<file path="src/rtl/fetch_unit.sv">
// -----------------------------------------------------------------------------
// fetch_unit
//
// Fetch-stage producer for the F/D interface. Owns the program counter,
// presents the instruction-memory address, and loads the F/D latch with the
// fetched instruction word and its PC. Consumes a decode-stage redirect and a
// higher-priority execute-stage redirect. Both redirects flush the F/D latch
// with an all-zero bubble.
//
// Parameters:
//   RESET_PC  PC loaded while reset is asserted.
//   IMEM_AW   width of address_imem (low IMEM_AW bits of the PC).
//
// Ports:
//   clock          rising-edge clock
//   reset          asynchronous, active-low reset (0 = in reset)
//   address_imem   instruction-memory address, pc[IMEM_AW-1:0]
//   q_imem         instruction word at address_imem (same-cycle)
//   stall          hazard hold from decode
//   decRedirect    decode-stage jump/branch taken
//   decTarget      decode-stage redirect target
//   exRedirect     execute-stage redirect (jr / mispredict), highest priority
//   exTarget       execute-stage redirect target
//   fdInstruction  F/D latch instruction word
//   fdPc           PC of fdInstruction
//   fdValid        F/D latch holds a real instruction
//   pc             current fetch PC
//   fetchCount     number of valid instructions loaded into F/D (mod 2^32)
// -----------------------------------------------------------------------------
module fetch_unit #(
  parameter logic [31:0] RESET_PC = 32'd0,
  parameter int          IMEM_AW  = 12
) (
  input  logic               clock,
  input  logic               reset,
  output logic [IMEM_AW-1:0] address_imem,
  input  logic [31:0]        q_imem,
  input  logic               stall,
  input  logic               decRedirect,
  input  logic [31:0]        decTarget,
  input  logic               exRedirect,
  input  logic [31:0]        exTarget,
  output logic [31:0]        fdInstruction,
  output logic [31:0]        fdPc,
  output logic               fdValid,
  output logic [31:0]        pc,
  output logic [31:0]        fetchCount
);

  localparam int DATA_W = 32;

  // What the current edge does, in priority order.
  typedef enum logic [1:0] {
    ACT_SEQ  = 2'd0,
    ACT_HOLD = 2'd1,
    ACT_DEC  = 2'd2,
    ACT_EX   = 2'd3
  } action_t;

  action_t           action;
  logic [DATA_W-1:0] pc_p0;
  logic [DATA_W-1:0] instr_p1;
  logic [DATA_W-1:0] pc_p1;
  logic              vld_p1;
  logic [DATA_W-1:0] count;

  // 32-bit modulo increment; all-ones wraps to zero.
  function automatic logic [DATA_W-1:0] incWrap(input logic [DATA_W-1:0] v);
    return v + {{(DATA_W-1){1'b0}}, 1'b1};
  endfunction

  // A decode redirect is only meaningful when the instruction that produced
  // it (sitting in F/D) is real; a bubble cannot branch. A stall suppresses
  // it entirely because decode re-asserts it once the hazard clears.
  always_comb begin
    action = ACT_SEQ;
    if (exRedirect) begin
      action = ACT_EX;
    end else if (stall) begin
      action = ACT_HOLD;
    end else if (decRedirect && vld_p1) begin
      action = ACT_DEC;
    end
  end

  // ---- Stage p0: fetch PC ----
  always_ff @(posedge clock or negedge reset) begin
    if (!reset) begin
      pc_p0 <= RESET_PC;
    end else begin
      case (action)
        ACT_EX:   pc_p0 <= exTarget;
        ACT_HOLD: pc_p0 <= pc_p0;
        ACT_DEC:  pc_p0 <= decTarget;
        default:  pc_p0 <= incWrap(pc_p0);
      endcase
    end
  end

  // ---- Stage p1: F/D latch ----
  // On either redirect the word on q_imem is wrong-path, so a zero bubble is
  // loaded instead. The fetch counter only moves on real loads and is never
  // rolled back by a later flush.
  always_ff @(posedge clock or negedge reset) begin
    if (!reset) begin
      instr_p1 <= '0;
      pc_p1    <= '0;
      vld_p1   <= 1'b0;
      count    <= '0;
    end else begin
      case (action)
        ACT_EX, ACT_DEC: begin
          instr_p1 <= '0;
          pc_p1    <= '0;
          vld_p1   <= 1'b0;
        end
        ACT_HOLD: begin
          instr_p1 <= instr_p1;
          pc_p1    <= pc_p1;
          vld_p1   <= vld_p1;
        end
        default: begin
          instr_p1 <= q_imem;
          pc_p1    <= pc_p0;
          vld_p1   <= 1'b1;
          count    <= incWrap(count);
        end
      endcase
    end
  end

  // Targets are kept at full width; only the memory address aliases.
  assign address_imem  = pc_p0[IMEM_AW-1:0];
  assign pc            = pc_p0;
  assign fdInstruction = instr_p1;
  assign fdPc          = pc_p1;
  assign fdValid       = vld_p1;
  assign fetchCount    = count;

endmodule
</file>
<file path="config.mk">
export PLATFORM = sky130hd
export DESIGN_NAME = fetch_unit
export DESIGN_NICKNAME = d
export VERILOG_FILES = /design/src/rtl/fetch_unit.sv
export SDC_FILE = /design/constraint.sdc
export NUM_CORES = 1
export LEC_CHECK = 0
export BUFFER_PORTS_ARGS = -buffer_cell sky130_fd_sc_hd__buf_2
export CAP_MARGIN = 30
export CORE_MARGIN = 8
export CORE_UTILIZATION = 49
export CTS_CLUSTER_SIZE = 12
export DETAILED_ROUTE_END_ITERATION = 10
export PLACE_DENSITY = 0.86
export SKIP_LAST_GASP = 1
export SLEW_MARGIN = 20
export SYNTH_ARGS = -nofsm -noshare
export SYNTH_HDL_FRONTEND = slang
export SYNTH_SLANG_ARGS = --single-unit
</file>
<file path="constraint.sdc">
create_clock -name clock -period 2.6 [get_ports clock]
set_clock_uncertainty 0.2 [all_clocks]
set_input_delay 0.13 -clock clock [delete_from_list [all_inputs] [get_ports clock]]
set_output_delay 0.13 -clock clock [all_outputs]
set_load 0.005 [all_outputs]
</file>
==> results of run 1 <==
[power by group through the flow]
stage                     Combinational (uW)  Clock, uW  Sequential [uW]
after floorplan                          378          0             2380
after global placement                   779          0             2380
after detailed placement                 795          0             2390
after CTS                                926       2390             2360
after global routing                    1030       2500             2390
final                                    949       2390             2370
[sequential cells by signal, indices dropped and copies added (netlist names)]
signal and count:
fetchCount 32, fdInstruction 32, fdValid 1, fdPc 32, pc 32
[cell families (layout without fill, tap and decap cells)]
group / Yosys count / count (layout) / share of synthesized area, %
compound gates: 137 / 137 / 18.3
xor+xnor: 58 / 58 / 8.51
fa+ha+maj: 2 / 2 / 0.419
buf+inv: 59 / 393 / 4.65
flops: 129 / 129 / 54.1
mux: 1 / 1 / 0.189
other cells: 0 / 1 / 0
simple gates: 166 / 166 / 13.9
[layout make-up]
cell class	count	area share, %
Sequential cell	129	36.4
Multi-Input combinational cell	364	28.3
Timing Repair Buffer	354	26.2
Clock buffer	25	5.81
Tap cell	147	2.07
Clock inverter	5	0.846
Inverter	9	0.381
Antenna cell	1	0.0282
[synth_stat cells (all sizes together), types with 6 or more instances]
cell type and instances:
a21oi 8, a22o 58, a22oi 26, and3 6, and4 6, buf 19
clkbuf 31, dfrtp 129, inv 9, nand2 64, nand3 24, nand4 13
nor2 26, nor3 11, nor4 8, o21ai 10, o221ai 24, xnor2 41
xor2 17
[layer usage]
metal	GRT usage, %	wire length [um]	vias to the layer above
li1	-	-	2666
met1	30.4	7930	2897
met2	43.1	10200	406
met3	7.67	2210	65
met4	12.3	748	0
met5	0	0	-
[critical path: cells and delay by family, from the launching register on]
kind                   cells  cell delay, ns
XOR/XNOR                   1            0.15
AND/OR/NAND/NOR            3            0.81
buffers and inverters      1            0.63
flip-flops                 1            0.46
AO/OA/AOI/OAI              1            0.18
[how the worst max path moves through the flow]
stage	start	endpoint	slack (ns)
6_report	pc[5]	pc[11]	0.05
5_1_grt	pc[5]	pc[11]	-0.04
4_1_cts	pc[2]	pc[11]	0.04
3_5_place_dp	fetchCount[0]	fetchCount[30]	0.32
3_3_place_gp	fdValid	fetchCount[30]	0.37
2_1_floorplan	fdValid	fetchCount[30]	0.38
[per-stage QoR]
step | std cells | cell area, um2
after floorplan | 552 | 5970
after global placement | 906 | 7290
after detailed placement | 906 | 7290
after CTS | 1033 | 8850
after global routing | 1033 | 8870
final | 1034 | 8870
[what timing repair did]
action	in CTS	in global routing
hold buffers	97	0
setup buffers	0	0
endpoints found under the hold margin	194	0
setup endpoints to repair	0	3
gates resized for setup	0	5
==> results.cfg, run 1 <==
[run_status]
status = complete, no violations

[drt]
postRouteWirelength_um = 21100
drc = 0
drt_iter0_drc = 512
vias = 6034
dr.pass1.iters = 5
wl_per_cell_um = 20.4
ant_nets = 0
via_per_inst = 5.84

[sta]
drv_slew = 0
min_period_ns = 2.55
tightest_slew_ns = 0.701
setup_viol = 0
period_share_pct = 98.2
hold_viol = 0
tns_ns = 0
worst_slack_ns = 0.0461
fmax_mhz = 392
max-slew-margin-rel_pct = 53.3
whs_ns = 0.00573
grt_setup_unrepaired = true

[clock_tree]
clk_pin_slew_ns = 0.06
cts-root-buf = clkbuf_16
cts.path.max_buffers = 2
cts_buffers = 17
cts.sinks = 129
htreeDepth = 4
clk_latency_ns = 0.42
cts_tree = built

[synth]
ys_warn_count = 0
synth-seq-cells = 129
syn_inst = 552
synth_edf_count = 0
ys.flop_type = dfrtp_1
ys_seq_area_share_pct = 54.1
synth_nets = 655
synthTopCellsByArea = dfrtp_1 (54%), a22o_1 (8.5%), xnor2_1 (6.0%), nand2_1 (4.0%), o221ai_1 (3.5%)
synth_area_um2 = 5970
async_reset_ff_share_pct = 100
synth_cell_types = 43
synth.avg_cell_area_um2 = 10.8
synth_top_area_cell = dfrtp_1
yosys.area.top_type_share_pct = 54.1

[final_layout]
multi_input_area_um2 = 2510
final_core_util_pct = 74.2
nNetsFinal = 978
filler_cell_count = 735
final-seq-area_um2 = 3230
final_cell_mix = buf_2 (240), dfrtp_1 (129), dlygate4sd3_1 (97), nand2_1 (64), a22o_1 (58)
area_growth_pct = 48.6
final_common_cell = buf_2
drive_gt1_share_pct = 33.5

[place]
dp_slack_ns = 0.319
gp_congestion = 0.801
port_buffers = 241
place_hpwl_um = 12900

[power_and_ir_drop]
ir_drop_uv = 392
p_seq_share_pct = 41.5
sw_frac_of_total_pct = 26.3
leakage_uw = 0.00437
p_int_uw = 4210
p_per_area_nw_per_um2 = 643
p_clk_share_pct = 41.9
finalPower_uw = 5710
power_switching_uw = 1500
power.share.combinational_pct = 16.6

[global_routing]
grtUsageTotal_pct = 26.0
grt_pass1_vias = 6199
overflow = 0
grt_max_degree = 68
antenna_found_initial = 0
grt_pass1_wl_um = 33400

[min_path]
whs_path_depth = 4
min_from = decTarget[8]
min_to = pc[8]
hold_class = input port to flip-flop

[worst_setup_path]
r2r_slack_ns = 0.05
required_ns = 2.68
critPathKind = flip-flop to flip-flop
cp_max_fo = 7
rr_endpoint = pc[11]
arrival_ns = 2.64
slowest_stage = dlygate4sd3_1
r2r_cells = 6
cp_slowest_stage_delay_ns = 0.63
crit_chain = and4_2 -> nand3_2 -> nor2_1 -> xnor2_1 -> o221ai_1 -> dlygate4sd3_1
timing.rr.start = pc[5]
endpoint_kind = flip-flop
worstSetupStartpointType = flip-flop

[floorplanning]
die_y_um = 126
initial_utilization_pct = 49.9
io-pin-count = 242
dieArea_um2 = 16000
core.rowCount = 40
die_w_um = 126
core_um2 = 12000

[flow_run]
maxCapViolations = 0
No activity file was read; power rests on OpenSTA's default activity.
==> run 2, diff against run 1 <==
Clock period 2.6 ns to 2.5 ns, I/O delays scaled along.
==> run 2 against run 1 <==
Effect of this change:
- the flow now finishes with violations (negative setup slack)
- fmax is 1.6% lower
- via count is 2.7% higher
- worst setup slack worse by 0.14 ns
- design area is 1.5% higher
- clock-buffer cell count is 3 lower
- register-to-register slack worse by 0.14 ns
- critical path type unchanged
- largest cell class unchanged
- largest power group unchanged
==> results.cfg, run 2 (same netlist as run 1, synthesis figures left out) <==
[run_status]
status = finished with violations
violations = negative setup slack

[sta]
whs_ns = 0.0397
drv_slew = 0
tightest_slew_ns = 0.703
hold_viol = 0
fmax_mhz = 385
period_share_pct = 104
min_period_ns = 2.60
worst_slack_ns = -0.0961
tns_ns = -0.0961
max-slew-margin-rel_pct = 53.0
setup_viol = 1

[worst_setup_path]
slowest_stage = dlygate4sd3_1
worstSetupStartpointType = flip-flop
cp_slowest_stage_delay_ns = 0.61
critPathKind = flip-flop to flip-flop
endpoint_kind = flip-flop
cp_max_fo = 6
arrival_ns = 2.69
crit_chain = ha_1 -> and2_4 -> nand4_1 -> buf_4 -> xnor2_1 -> o221ai_1 -> dlygate4sd3_1
required_ns = 2.60

[final_layout]
area_growth_pct = 50.8
final_cells = 1047
final_cell_mix = buf_2 (240), dfrtp_1 (128), dlygate4sd3_1 (100), nand2_1 (64), a22o_1 (58)
drive_gt1_share_pct = 34.3
final_common_cell = buf_2
nNetsFinal = 989
design_area_um2 = 9000
filler_cell_count = 739

[power_and_ir_drop]
p_clk_share_pct = 43.0
p_int_uw = 4500
leakage_uw = 0.00443
power_switching_uw = 1620
power.share.combinational_pct = 16.9
ir_drop_uv = 403
sw_frac_of_total_pct = 26.5
p_seq_share_pct = 40.2
p_per_area_nw_per_um2 = 680

[floorplanning]
io-pin-count = 242
die_y_um = 126
initial_utilization_pct = 49.9
die_w_um = 126
core_um2 = 12000
core.rowCount = 40
dieArea_um2 = 16000

[place]
gp_congestion = 0.868
port_buffers = 241
dp_slack_ns = 0.218
place_hpwl_um = 13100
placed_cells = 912
place_area_um2 = 7350

[global_routing]
antenna_found_initial = 0
grt_max_degree = 81
grt_pass1_wl_um = 34300
grt_pass1_vias = 6376
grtUsageTotal_pct = 27.0
overflow = 0

[drt]
wl_per_cell_um = 21.1
via_per_inst = 5.92
postRouteWirelength_um = 22100
dr.pass1.iters = 7
vias = 6199
ant_nets = 0
drt_iter0_drc = 484
drc = 0

[clock_tree]
cts_buffers = 17
cts_tree = built
htreeDepth = 4
cts.sinks = 129
cts.path.max_buffers = 2
cts-root-buf = clkbuf_16
clk_latency_ns = 0.42
clk_pin_slew_ns = 0.06

[min_path]
hold_class = input port to flip-flop

[flow_run]
maxCapViolations = 0
## run 2: cell types whose count changed in the layout (fill, tap and decap cells not counted), moves of 2 or more
| cell | delta |
|---|---|
| clkinvlp_4 | +3 |
| buf_4 | +7 |
| dlygate4sd3_1 | +3 |
| bufinv_16 | +2 |
| clkbuf_8 | -4 |
## run 2: routing by layer
metal	track usage [%]	wire length [um]	part of all wire, %	vias up
li1	-	-	-	2694
met1	31.4	8280	37	2971
met2	44.2	10800	49	436
met3	8.59	2160	9.7	98
met4	13.8	943	4.3	0
met5	0	0	0	-
## run 2: cell type report
type | instances | area [um2] | area share (%)
Multi-Input combinational cell | 364 | 2500 | 27.8
Inverter | 9 | 33.8 | 0.375
Sequential cell | 129 | 3230 | 35.9
Clock inverter | 10 | 158 | 1.75
Timing Repair Buffer | 365 | 2430 | 27.0
Tap cell | 147 | 184 | 2.04
Antenna cell | 1 | 2.50 | 0.0278
Clock buffer | 22 | 464 | 5.16
## run 2: power by group through the flow
stage                     Clock (uW)  Sequential, uW  Combinational [uW]
after floorplan                    0            2470                 393
after global placement             0            2470                 832
after detailed placement           0            2480                 848
after CTS                       2650            2450                 994
after global routing            2750            2480                1110
final                           2630            2460                1030
## run 2: repair_timing
item                                    CTS  global route
hold buffers                            100             0
endpoints found under the hold margin   194             0
gates resized for setup                   0             8
endpoints found under the setup margin    0             7
setup buffers                             0             2
## run 2: stage by stage
| stage | total power, uW | util [%] |
|---|---|---|
| 2_1_floorplan | 2860 | - |
| 3_3_place_gp | 3300 | 61.4 |
| 3_5_place_dp | 3320 | 61.4 |
| 4_1_cts | 6090 | 75.0 |
| 5_1_grt | 6340 | 75.3 |
| 6_report | 6120 | 75.3 |
## run 2: final timing paths
check	cells past startpoint	start	to	slack [ns]
max	7	pc[0]	pc[12]	-0.1
max in group asynchronous	3	reset	fdPc[1]	0.96
min	3	decRedirect	fdPc[1]	0.04
min reg2reg	2	fdPc[27]	fdPc[27]	0.28
max reg2reg	7	pc[0]	pc[12]	-0.1
min in group asynchronous	3	reset	fetchCount[19]	0.10
## run 2: worst max-delay path: cells and delay by family, from the launching register on
family,cells,cell delay [ns]
xor+xnor,1,0.21
compound gates,1,0.22
simple gates,2,0.39
buf+inv,2,0.83
flops,1,0.42
fa+ha+maj,1,0.21
==> run 3, diff against run 2 <==
Settings changed: CELL_PAD_IN_SITES_DETAIL_PLACEMENT set to 2, CELL_PAD_IN_SITES_GLOBAL_PLACEMENT set to 2, CORE_UTILIZATION 49 to 29, PLACE_DENSITY 0.86 to 0.85.
Clock period 2.5 ns to 2.84 ns, I/O delays scaled along.
==> run 3 against run 2 <==
Effect of this change:
- hold slack gained 0.036 ns
- total power fell by 13%
- worst setup slack better by 0.28 ns
- utilization down 31 points
- clock-buffer cell count down 2
- largest cell class unchanged
- design area barely moved
- the run now ends clean
- sequential share of layout area about the same
==> results.cfg, run 3 (same netlist as run 1, synthesis figures left out) <==
[worst_setup_path]
endpoint_kind = flip-flop
timing.rr.start = pc[4]
cp_max_fo = 8
required_ns = 2.94
crit_start = pc[4]
critPathKind = flip-flop to flip-flop
worstSetupStartpointType = flip-flop
arrival_ns = 2.75

[power_and_ir_drop]
p_int_uw = 3800
p_seq_share_pct = 41.1
power_switching_uw = 1530
ir_drop_uv = 348
leakage_uw = 0.00436
p_clk_share_pct = 42.0
p_per_area_nw_per_um2 = 593
sw_frac_of_total_pct = 28.7
power.share.combinational_pct = 16.9
finalPower_uw = 5330

[global_routing]
overflow = 0
grt_pass1_vias = 7051
grtUsageTotal_pct = 21.3
grt_max_degree = 73
grt_pass1_wl_um = 43100
antenna_found_initial = 2

[drt]
via_per_inst = 5.22
ant_nets = 0
dr_wl_met3_um = 1510
routed.top_layer = met5
dr.pass1.iters = 4
wl_per_cell_um = 23.7
wl_met2_um = 14100
drt_iter0_drc = 288
postRouteWirelength_um = 27300
drc = 0
met1_length_um = 11100
vias = 6027

[final_layout]
final_core_util_pct = 44.5
final_cells = 1155
final_cell_mix = buf_2 (240), dfrtp_1 (129), dlygate4sd3_1 (96), nand2_1 (64), a22o_1 (58)
final_common_cell = buf_2
diodes = 0
nNetsFinal = 975
drive_gt1_share_pct = 33.9
area_growth_pct = 50.7

[floorplanning]
core_um2 = 20200
die_w_um = 159
dieArea_um2 = 25400
core.rowCount = 52
die_y_um = 159
initial_utilization_pct = 29.5
io-pin-count = 242

[sta]
max-slew-margin-rel_pct = 48.2
drv_slew = 0
min_period_ns = 2.66
tightest_slew_ns = 0.777
setup_viol = 0
fmax_mhz = 377
tns_ns = 0
grt_setup_unrepaired = false
period_share_pct = 93.5
hold_viol = 0

[place]
gp_congestion = 0.756
port_buffers = 241
place_hpwl_um = 17000
placed_cells = 1027

[clock_tree]
cts_tree = built
cts-root-buf = clkbuf_16
clk_latency_ns = 0.42
post_cts_buffers = 0
cts_buffers = 17
cts.sinks = 129
htreeDepth = 4
cts.path.max_buffers = 2
clk_pin_slew_ns = 0.06

[min_path]
min_from = exTarget[6]
hold_class = input port to flip-flop

[flow_run]
maxCapViolations = 0

[run_status]
status = complete, no violations
[run 3: cell types whose count changed in the layout (fill, tap and decap cells not counted), sizes merged]
cell	change
clkinv	+4
buf	-10
bufinv	-2
diode	-1
dlygate4sd3	-4
inv	+2
clkbuf	-2
clkinvlp	-2
[run 3: per-layer routing]
layer	up-vias	global-route usage, %
met5	-	0
li1	2662	-
met2	213	38.4
met1	3100	24.1
met4	4	6.09
met3	48	6.02
[run 3: final cells by class]
type | instances | area [um2]
sequential | 129 | 3230
fill | 2119 | 11200
clock buffer | 20 | 467
multi-input combinational | 364 | 2510
clock inverter | 12 | 131
tap | 270 | 338
inverter | 9 | 33.8
timing repair buffer | 351 | 2290
[run 3: timing repair]
item | CTS | global route
hold buffers | 96 | 0
resized for setup | 0 | 5
endpoints found under the hold margin | 134 | 0
setup endpoints to repair | 0 | 5
[run 3: path summary, 6_finish.rpt]
path	end	slack, ns	cells past startpoint
max	pc[16]	0.18	6
min	pc[6]	0.08	6
max reg2reg	pc[16]	0.18	6
min reg2reg	fdPc[28]	0.30	1
max in group asynchronous	fdInstruction[5]	1.54	3
min in group asynchronous	fetchCount[21]	0.13	2
[run 3: through the flow]
step                cell area (um2)  hold slack [ns]  setup slack [ns]
floorplan                      5970           -0.354             0.616
global placement               7420           0.0256             0.402
detailed placement             7420           0.0302             0.261
CTS                            8980           0.0487            0.0601
global route                   9000           0.0865            0.0500
finish                         9000           0.0758             0.184
[run 3: power groups by stage]
stage | logic, uW | registers, uW | clock network, uW
2_1_floorplan | 346 | 2170 | 0
3_3_place_gp | 728 | 2200 | 0
3_5_place_dp | 754 | 2210 | 0
4_1_cts | 890 | 2180 | 2290
5_1_grt | 982 | 2210 | 2380
6_report | 902 | 2190 | 2240
[run 3: worst max-delay path, stage by stage (launching register included)]
cell and delay [ns]:
dfrtp_1 0.50, and4_2 0.41, nand4_1 0.23, nor3_2 0.26
xnor2_1 0.18, o221ai_1 0.14, dlygate4sd3_1 0.60
